--- config.mk ---
export PLATFORM = sky130hd
export DESIGN_NAME = spi_shift_engine
export DESIGN_NICKNAME = d
export VERILOG_FILES = /design/src/rtl/spi_shift_engine.sv
export SDC_FILE = /design/constraint.sdc
export NUM_CORES = 1
export LEC_CHECK = 0
export CORE_ASPECT_RATIO = 1.2
export CORE_UTILIZATION = 40
export DETAILED_ROUTE_END_ITERATION = 8
export PLACE_DENSITY = 0.74
export SLEW_MARGIN = 20
export SYNTH_ARGS = -nofsm -noshare
export SYNTH_HDL_FRONTEND = slang
export SYNTH_SLANG_ARGS = --single-unit
--- constraint.sdc ---
create_clock -name clk -period 2.6 [get_ports clk]
set_input_delay 0.52 -clock clk [delete_from_list [all_inputs] [get_ports clk]]
set_output_delay 0.52 -clock clk [all_outputs]
set_load 0.02 [all_outputs]
--- src/rtl/spi_shift_engine.sv ---
// SPI shift engine: parallel load, serial shift in either bit order, with
// bit counting, a one-cycle completion pulse and abort. One block serves
// both the MOSI and MISO roles. sample_en and shift_en come from the SPI
// clock-edge generator.
module spi_shift_engine #(
  parameter int   DATA_LEN = 8,
  parameter logic IDLE_OUT = 1'b1,
  localparam int  CW       = $clog2(DATA_LEN + 1)
) (
  input  logic                clk,
  input  logic                rst,
  input  logic [DATA_LEN-1:0] tx_data,
  input  logic                tx_valid,
  output logic                tx_ready,
  input  logic                msb_first,
  input  logic                sample_en,
  input  logic                shift_en,
  input  logic                abort,
  input  logic                serial_in,
  output logic                serial_out,
  output logic [DATA_LEN-1:0] rx_data,
  output logic                rx_valid,
  output logic                busy,
  output logic [CW-1:0]       bit_cnt
);

  typedef enum logic {IDLE, ACTIVE} state_t;

  state_t              state, state_n;
  logic [DATA_LEN-1:0] shreg, shifted;
  logic                mode;
  logic                sample_bit;
  logic                ins;
  logic                load, do_shift, do_abort, done;

  // The incoming bit bypasses the sample flop when sample and shift coincide.
  assign ins     = sample_en ? serial_in : sample_bit;
  assign shifted = mode ? {shreg[DATA_LEN-2:0], ins} : {ins, shreg[DATA_LEN-1:1]};

  assign tx_ready   = (state == IDLE);
  assign busy       = ~tx_ready;
  assign serial_out = (state == ACTIVE) ? (mode ? shreg[DATA_LEN-1] : shreg[0]) : IDLE_OUT;

  // State register.
  always_ff @(posedge clk) begin
    if (rst) state <= IDLE;
    else     state <= state_n;
  end

  // Next state and datapath strobes. Abort wins over shift and completion.
  always_comb begin
    state_n  = state;
    load     = 1'b0;
    do_shift = 1'b0;
    do_abort = 1'b0;
    done     = 1'b0;
    case (state)
      IDLE: begin
        if (tx_valid) begin
          load    = 1'b1;
          state_n = ACTIVE;
        end
      end
      ACTIVE: begin
        if (abort) begin
          do_abort = 1'b1;
          state_n  = IDLE;
        end else if (shift_en) begin
          do_shift = 1'b1;
          if (bit_cnt == CW'(DATA_LEN - 1)) begin
            done    = 1'b1;
            state_n = IDLE;
          end
        end
      end
      default: state_n = IDLE;
    endcase
  end

  // Shift register, sample flop, counter and received-word capture.
  always_ff @(posedge clk) begin
    if (rst) begin
      shreg      <= '0;
      mode       <= 1'b0;
      sample_bit <= 1'b0;
      rx_data    <= '0;
      rx_valid   <= 1'b0;
      bit_cnt    <= '0;
    end else begin
      rx_valid <= done;
      if (load) begin
        shreg      <= tx_data;
        mode       <= msb_first;
        sample_bit <= 1'b0;
        bit_cnt    <= '0;
      end
      if (state == ACTIVE && !abort && sample_en) sample_bit <= serial_in;
      if (do_shift) begin
        shreg   <= shifted;
        bit_cnt <= bit_cnt + CW'(1);
      end
      if (done)     rx_data <= shifted;
      if (do_abort) bit_cnt <= '0;
    end
  end

endmodule

==> results of run 1 <==
sequential cells by signal, indices dropped and copies added (netlist names):
name / count
bit_cnt: 4
sample_bit: 1
shreg: 8
rx_data: 8
mode: 1
rx_valid: 1
busy: 1
layer usage:
metal	wire [um]	global-route usage (%)
met1	1260	22.5
met2	1460	37.0
met3	134	3.16
met4	79	10.8
met5	0	0
metrics by stage:
stage	power, mW	setup WS, ps
floorplan	0.464	1170
global placement	0.506	629
detailed placement	0.509	562
CTS	0.779	503
global route	0.800	453
finish	0.776	516
layout make-up:
type	count	area, um2	share of cell area (%)
Sequential cell	24	480	30.8
Tap cell	34	42.5	2.73
Clock inverter	1	30.0	1.93
Timing Repair Buffer	36	348	22.3
Inverter	2	7.51	0.482
Multi-Input combinational cell	95	627	40.2
Clock buffer	3	22.5	1.45
final timing paths:
path | startpoint | to | slack, ps | depth (start not counted)
worst max register to register | bit_cnt[0] | rx_data[5] | 1090 | 4
worst max-delay path | mode | serial_out | 520 | 3
worst min register to register | rx_data[6] | rx_data[6] | 500 | 2
worst min-delay path | rx_data[6] | rx_data[6] | 500 | 2
logic make-up after synthesis:
kind of cell               Yosys count
and+or+nand+nor                     44
muxes                               11
DFF                                 24
AOI/OAI and AO/OA                   39
adders and majority gates            1
buffers and inverters               13
worst max-delay path, cell delays in order, from the launching register on:
cell,delay (ps)
dfxtp_1,390
mux2i_1,220
nand2_1,80
clkdlybuf4s50_1,550
power by group through the flow:
stage / combinational (mW) / sequential [mW] / clock (mW)
after floorplan: 0.0697 / 0.395 / 0
after global placement: 0.109 / 0.397 / 0
after detailed placement: 0.110 / 0.398 / 0
after CTS: 0.111 / 0.390 / 0.277
after global routing: 0.120 / 0.392 / 0.288
final: 0.111 / 0.390 / 0.274
synth_stat cells (all sizes together):
library cell	count
nand3b	2
nor3	1
nand2	19
a211o	1
a31oi	5
a311oi	1
buf	9
a41oi	1
dfxtp	24
mux2	7
nand2b	2
and2	1
a21o	1
ha	1
nand3	13
nor2b	3
a221oi	2
clkbuf	2
mux2i	4
inv	2
a21oi	14
nand4b	1
a211oi	4
and3b	2
o41ai	2
o21ai	7
o211ai	1
==> flow_summary.json, run 1 <==
{
  "cts_max_path_buffers": 2,
  "layout-drive-gt1-share_pct": 13.7,
  "period_share_pct": 80.2,
  "cts_resized": 0,
  "port_buffers": 31,
  "cp-start-kind": "flip-flop",
  "pin_count": 32,
  "diodes": 0,
  "rows": 21,
  "p_sw_mw": 0.184,
  "dr_total_vias": 1104,
  "finalCriticalPeriod_ps": 2080,
  "maxClockFrequency_mhz": 480,
  "cp-end-kind": "output port",
  "clockPowerShare_pct": 35.3,
  "final_area_um2": 1560,
  "die-area_um2": 3230,
  "hpwlAfterDp_um": 2110,
  "utilization_pct": 54.9,
  "crit_fanout": 2,
  "grt_overflow": 0,
  "finalSetupViolCount": 0,
  "area.growth.synth_to_final_pct": 29.4,
  "required_ps": 2080,
  "remaining_drc_errors": 0,
  "grt_usage_pct": 20.2,
  "synth_top_area_share_pct": 39.9,
  "clk_pin_slew_worst_paths_ps": 140,
  "synth_nets": 149,
  "layout_commonest_cell": "clkdlybuf4s50_1",
  "initial_utilization_pct": 42.4,
  "dpl-instance-area_um2": 1510,
  "setup_tns_ps": 0,
  "die-height_um": 62.1,
  "final_hold_viol_count": 0,
  "placed_cells": 191,
  "yosys.area_share.adder_pct": 1.04,
  "grt_pass1_vias": 1110,
  "synth.avg_cell_area_um2": 9.12,
  "clkSinkCount": 24,
  "p_int_mw": 0.592,
  "synth.largest_area_cell": "dfxtp_1",
  "layout_common_cells": "clkdlybuf4s50_1 (31), dfxtp_1 (24), nand2_1 (19)",
  "crit_type": "flip-flop to output port",
  "vias_per_cell": 5.66,
  "fin_cells": 195,
  "rsz0062_at_grt": "false",
  "grt_max_degree": 21,
  "htree_levels": 1,
  "drt_iter0_drc": 22,
  "cts_tree": "done",
  "dr.pass1.iters": 4,
  "wl_per_cell_um": 15.0,
  "drv_cap": 0,
  "postCtsSetupBuffers": 0,
  "worstPathArrival_ps": 1560,
  "worst_pin_slew_ps": 541,
  "synthCells": 132,
  "synth-seq-cells": 24,
  "slew_violations": 0,
  "min_path_type": "flip-flop to flip-flop",
  "synth-warning-count": 0,
  "ant_nets": 0,
  "synth-simple-area-share_pct": 18.5,
  "clockRootBuffer": "clkbuf_4",
  "synth_top_family_by_area": "compound AO/OA/AOI/OAI gates",
  "finClkSkew_ps": 4.23,
  "gp_congestion": 0.820,
  "clk_latency_ps": 320,
  "die_width_um": 52.1,
  "finalWirelength_um": 2930,
  "seq_area_frac_synth_pct": 39.9,
  "syn_area_um2": 1200,
  "synth-xor-area-share_pct": 0,
  "p_leak_nw": 0.539,
  "p_seq_share_pct": 50.3,
  "netSwitchingFraction_pct": 23.7,
  "comb_power_share_pct": 14.4,
  "filler_cell_count": 276,
  "cts_made_buffers": 3,
  "holdBufCountCts": 0,
  "synth_compound_area_share_pct": 22.3,
  "grt_first_pass_wirelength_um": 4750,
  "hold-worst-slack_ps": 495,
  "antenna_found_initial": 0,
  "ys_types": 35,
  "status": "complete, no violations",
  "core_um2": 2840,
  "powerDensity_nw_per_um2": 498,
  "synthMuxAreaShare_pct": 10.2,
  "layout.nets": 179,
  "yosys-top-cells-area": "dfxtp_1 (40%), nand2_1 (5.9%), mux2_2 (5.6%)",
  "peakVddDrop_mv": 0.323,
  "max_slew_margin_pct": 63.8
}
Note: power is estimated with default switching activity, not from simulation.
==> run 2: changes to the inputs <==
--- a/config.mk
+++ b/config.mk
@@ -8,7 +8,7 @@
 export CORE_ASPECT_RATIO = 1.2
 export CORE_UTILIZATION = 40
 export DETAILED_ROUTE_END_ITERATION = 8
-export PLACE_DENSITY = 0.74
+export PLACE_DENSITY = 0.77
 export SLEW_MARGIN = 20
 export SYNTH_ARGS = -nofsm -noshare
 export SYNTH_HDL_FRONTEND = slang
==> constraint.sdc (replaced) <==
create_clock -name clk -period 1.8 [get_ports clk]
set_input_delay 0.36 -clock clk [delete_from_list [all_inputs] [get_ports clk]]
set_output_delay 0.36 -clock clk [all_outputs]
set_load 0.02 [all_outputs]
==> run 2 against run 1 <==
Effect of this change:
- wire length decreased by 7.5%
- critical path depth is 2 lower
- count of clock-buffer cells in the layout increased by 1
- combinational power is 47% higher
- sequential share of layout area shrank 0.53 points
- global-route usage decreased by 1.5 points
- die area is the same
- clock skew about the same
- register-to-register slack worse by 780 ps
- cell count increased by 1.5%
- critical endpoint is now bit_cnt[3]
==> flow_summary.json, run 2 (same netlist as run 1, synthesis figures left out) <==
{
  "diodes": 0,
  "hold_path.startpoint": "rx_data[3]",
  "maxClockFrequency_mhz": 580,
  "dr_total_vias": 1069,
  "finalWirelength_um": 2720,
  "clkSinkCount": 24,
  "cp_cell_sequence": "clkdlybuf4s50_1",
  "min_path_type": "flip-flop to flip-flop",
  "finalSetupViolCount": 0,
  "slowest_delay_ps": 630,
  "die-height_um": 62.1,
  "drv_cap": 0,
  "cp-end-kind": "output port",
  "die-area_um2": 3230,
  "critPathTopFamily": "buffers and inverters",
  "cp-start-kind": "flip-flop",
  "cts_made_buffers": 3,
  "remaining_drc_errors": 0,
  "drt_iter0_drc": 12,
  "worst_pin_slew_ps": 347,
  "rsz0062_at_grt": "false",
  "hpwlAfterDp_um": 1970,
  "clk_pin_slew_worst_paths_ps": 120,
  "r2r_slack_ps": 310,
  "status": "complete, no violations",
  "holdPathStages": 2,
  "slew_violations": 0,
  "final_hold_viol_count": 0,
  "timing.rr.start": "bit_cnt[0]",
  "area.growth.synth_to_final_pct": 32.0,
  "die_width_um": 52.1,
  "ant_nets": 0,
  "fin_total_pwr_mw": 1.01,
  "worst_path_max_delay_cell": "clkdlybuf4s50_1",
  "layout-drive-gt1-share_pct": 15.9,
  "worst-r2r-cell-count": 3,
  "antenna_found_initial": 0,
  "cts_tree": "done",
  "wl_per_cell_um": 13.7,
  "htree_levels": 1,
  "grt_first_pass_wirelength_um": 4440,
  "grt_pass1_vias": 997,
  "grt_overflow": 0,
  "multiInputGateArea_um2": 627,
  "gp_congestion": 0.804,
  "rows": 21,
  "core_um2": 2840,
  "filler_cell_count": 266,
  "fin_cells": 198,
  "layout_commonest_cell": "clkdlybuf4s50_1",
  "layout_common_cells": "clkdlybuf4s50_1 (25), dfxtp_1 (23), nand2_1 (19)",
  "placed_cells": 194,
  "required_ps": 1440,
  "worstPathArrival_ps": 1360,
  "clockRootBuffer": "clkbuf_4",
  "clk_latency_ps": 320,
  "hold_end": "rx_data[3]",
  "initial_utilization_pct": 42.4,
  "grt_max_degree": 21,
  "setup_tns_ps": 0,
  "cp_num_buf_inv": 1,
  "port_buffers": 31,
  "largestRegisters": "rx_data (8), shreg (8), bit_cnt (4)",
  "layout.nets": 182,
  "crit_start": "bit_cnt[3]",
  "cp_num_cells": 1,
  "pin_count": 32,
  "vias_per_cell": 5.40,
  "max_slew_margin_pct": 76.8,
  "rr_endpoint": "rx_data[7]",
  "crit_fanout": 5,
  "period_share_pct": 95.7,
  "finalCriticalPeriod_ps": 1720,
  "powerDensity_nw_per_um2": 636,
  "finClkSkew_ps": 3.86,
  "peakVddDrop_mv": 0.294,
  "cts_max_path_buffers": 2,
  "grt_usage_pct": 18.8,
  "postCtsSetupBuffers": 0,
  "hold-worst-slack_ps": 495,
  "dr.pass1.iters": 4,
  "crit_type": "flip-flop to output port",
  "p_leak_nw": 0.622,
  "area.sequential_um2": 482
}
==> run 2: cell types whose count changed in the layout (fill, tap and decap cells not counted) <==
cell             previous run  this run
dfxtp_1                    24        23
dfxtp_2                     0         1
buf_4                       5         7
dlygate4sd2_1               0         1
bufinv_16                   1         0
buf_12                      0         1
dlymetal6s2s_1              0         5
clkbuf_8                    0         1
clkdlybuf4s50_1            31        25
==> run 2: worst max path at each step <==
stage                      end  slack (ps)
finish              bit_cnt[3]          80
global route        bit_cnt[3]          20
CTS                 bit_cnt[2]          20
detailed placement  rx_data[7]         -30
global placement    rx_data[7]         110
floorplan                 busy         370
==> run 2: where the power goes <==
group	switching, mW	total, mW	internal, mW	leakage (nW)
Clock	0.160	0.284	0.124	0.0210
Combinational	0.0776	0.163	0.0854	0.406
Sequential	0.0155	0.563	0.548	0.195
Total	0.253	1.01	0.757	0.622
==> run 2: layout make-up <==
| cell class | count | share of cell area (%) |
|---|---|---|
| Multi-Input combinational cell | 95 | 39.4 |
| Timing Repair Buffer | 39 | 24.8 |
| Clock buffer | 4 | 2.28 |
| Sequential cell | 24 | 30.3 |
| Inverter | 2 | 0.472 |
| Tap cell | 34 | 2.68 |
==> run 2: per-layer routing <==
layer	vias to the layer above	track usage (%)	wire length, um	share of wire, %
li1	545	-	-	-
met1	491	23.9	1280	47
met2	28	32.1	1280	47
met3	5	2.19	108	4.0
met4	0	8.11	42	1.5
met5	-	0	0	0
==> run 2: stage by stage <==
| stage | setup slack (ps) | cell area (um2) | util, % |
|---|---|---|---|
| floorplan | 368 | 1200 | - |
| global placement | 114 | 1540 | 54.3 |
| detailed placement | -32.1 | 1540 | 54.3 |
| CTS | 15.1 | 1580 | 55.6 |
| global route | 17.0 | 1590 | 56.0 |
| finish | 77.1 | 1590 | 56.0 |
==> run 2: repair_timing <==
item / in CTS / in global routing
endpoints found under the setup margin: 3 / 5
gates resized for setup: 2 / 5
cloned: 0 / 0
hold endpoints to repair: 0 / 0
hold buffers: 0 / 0
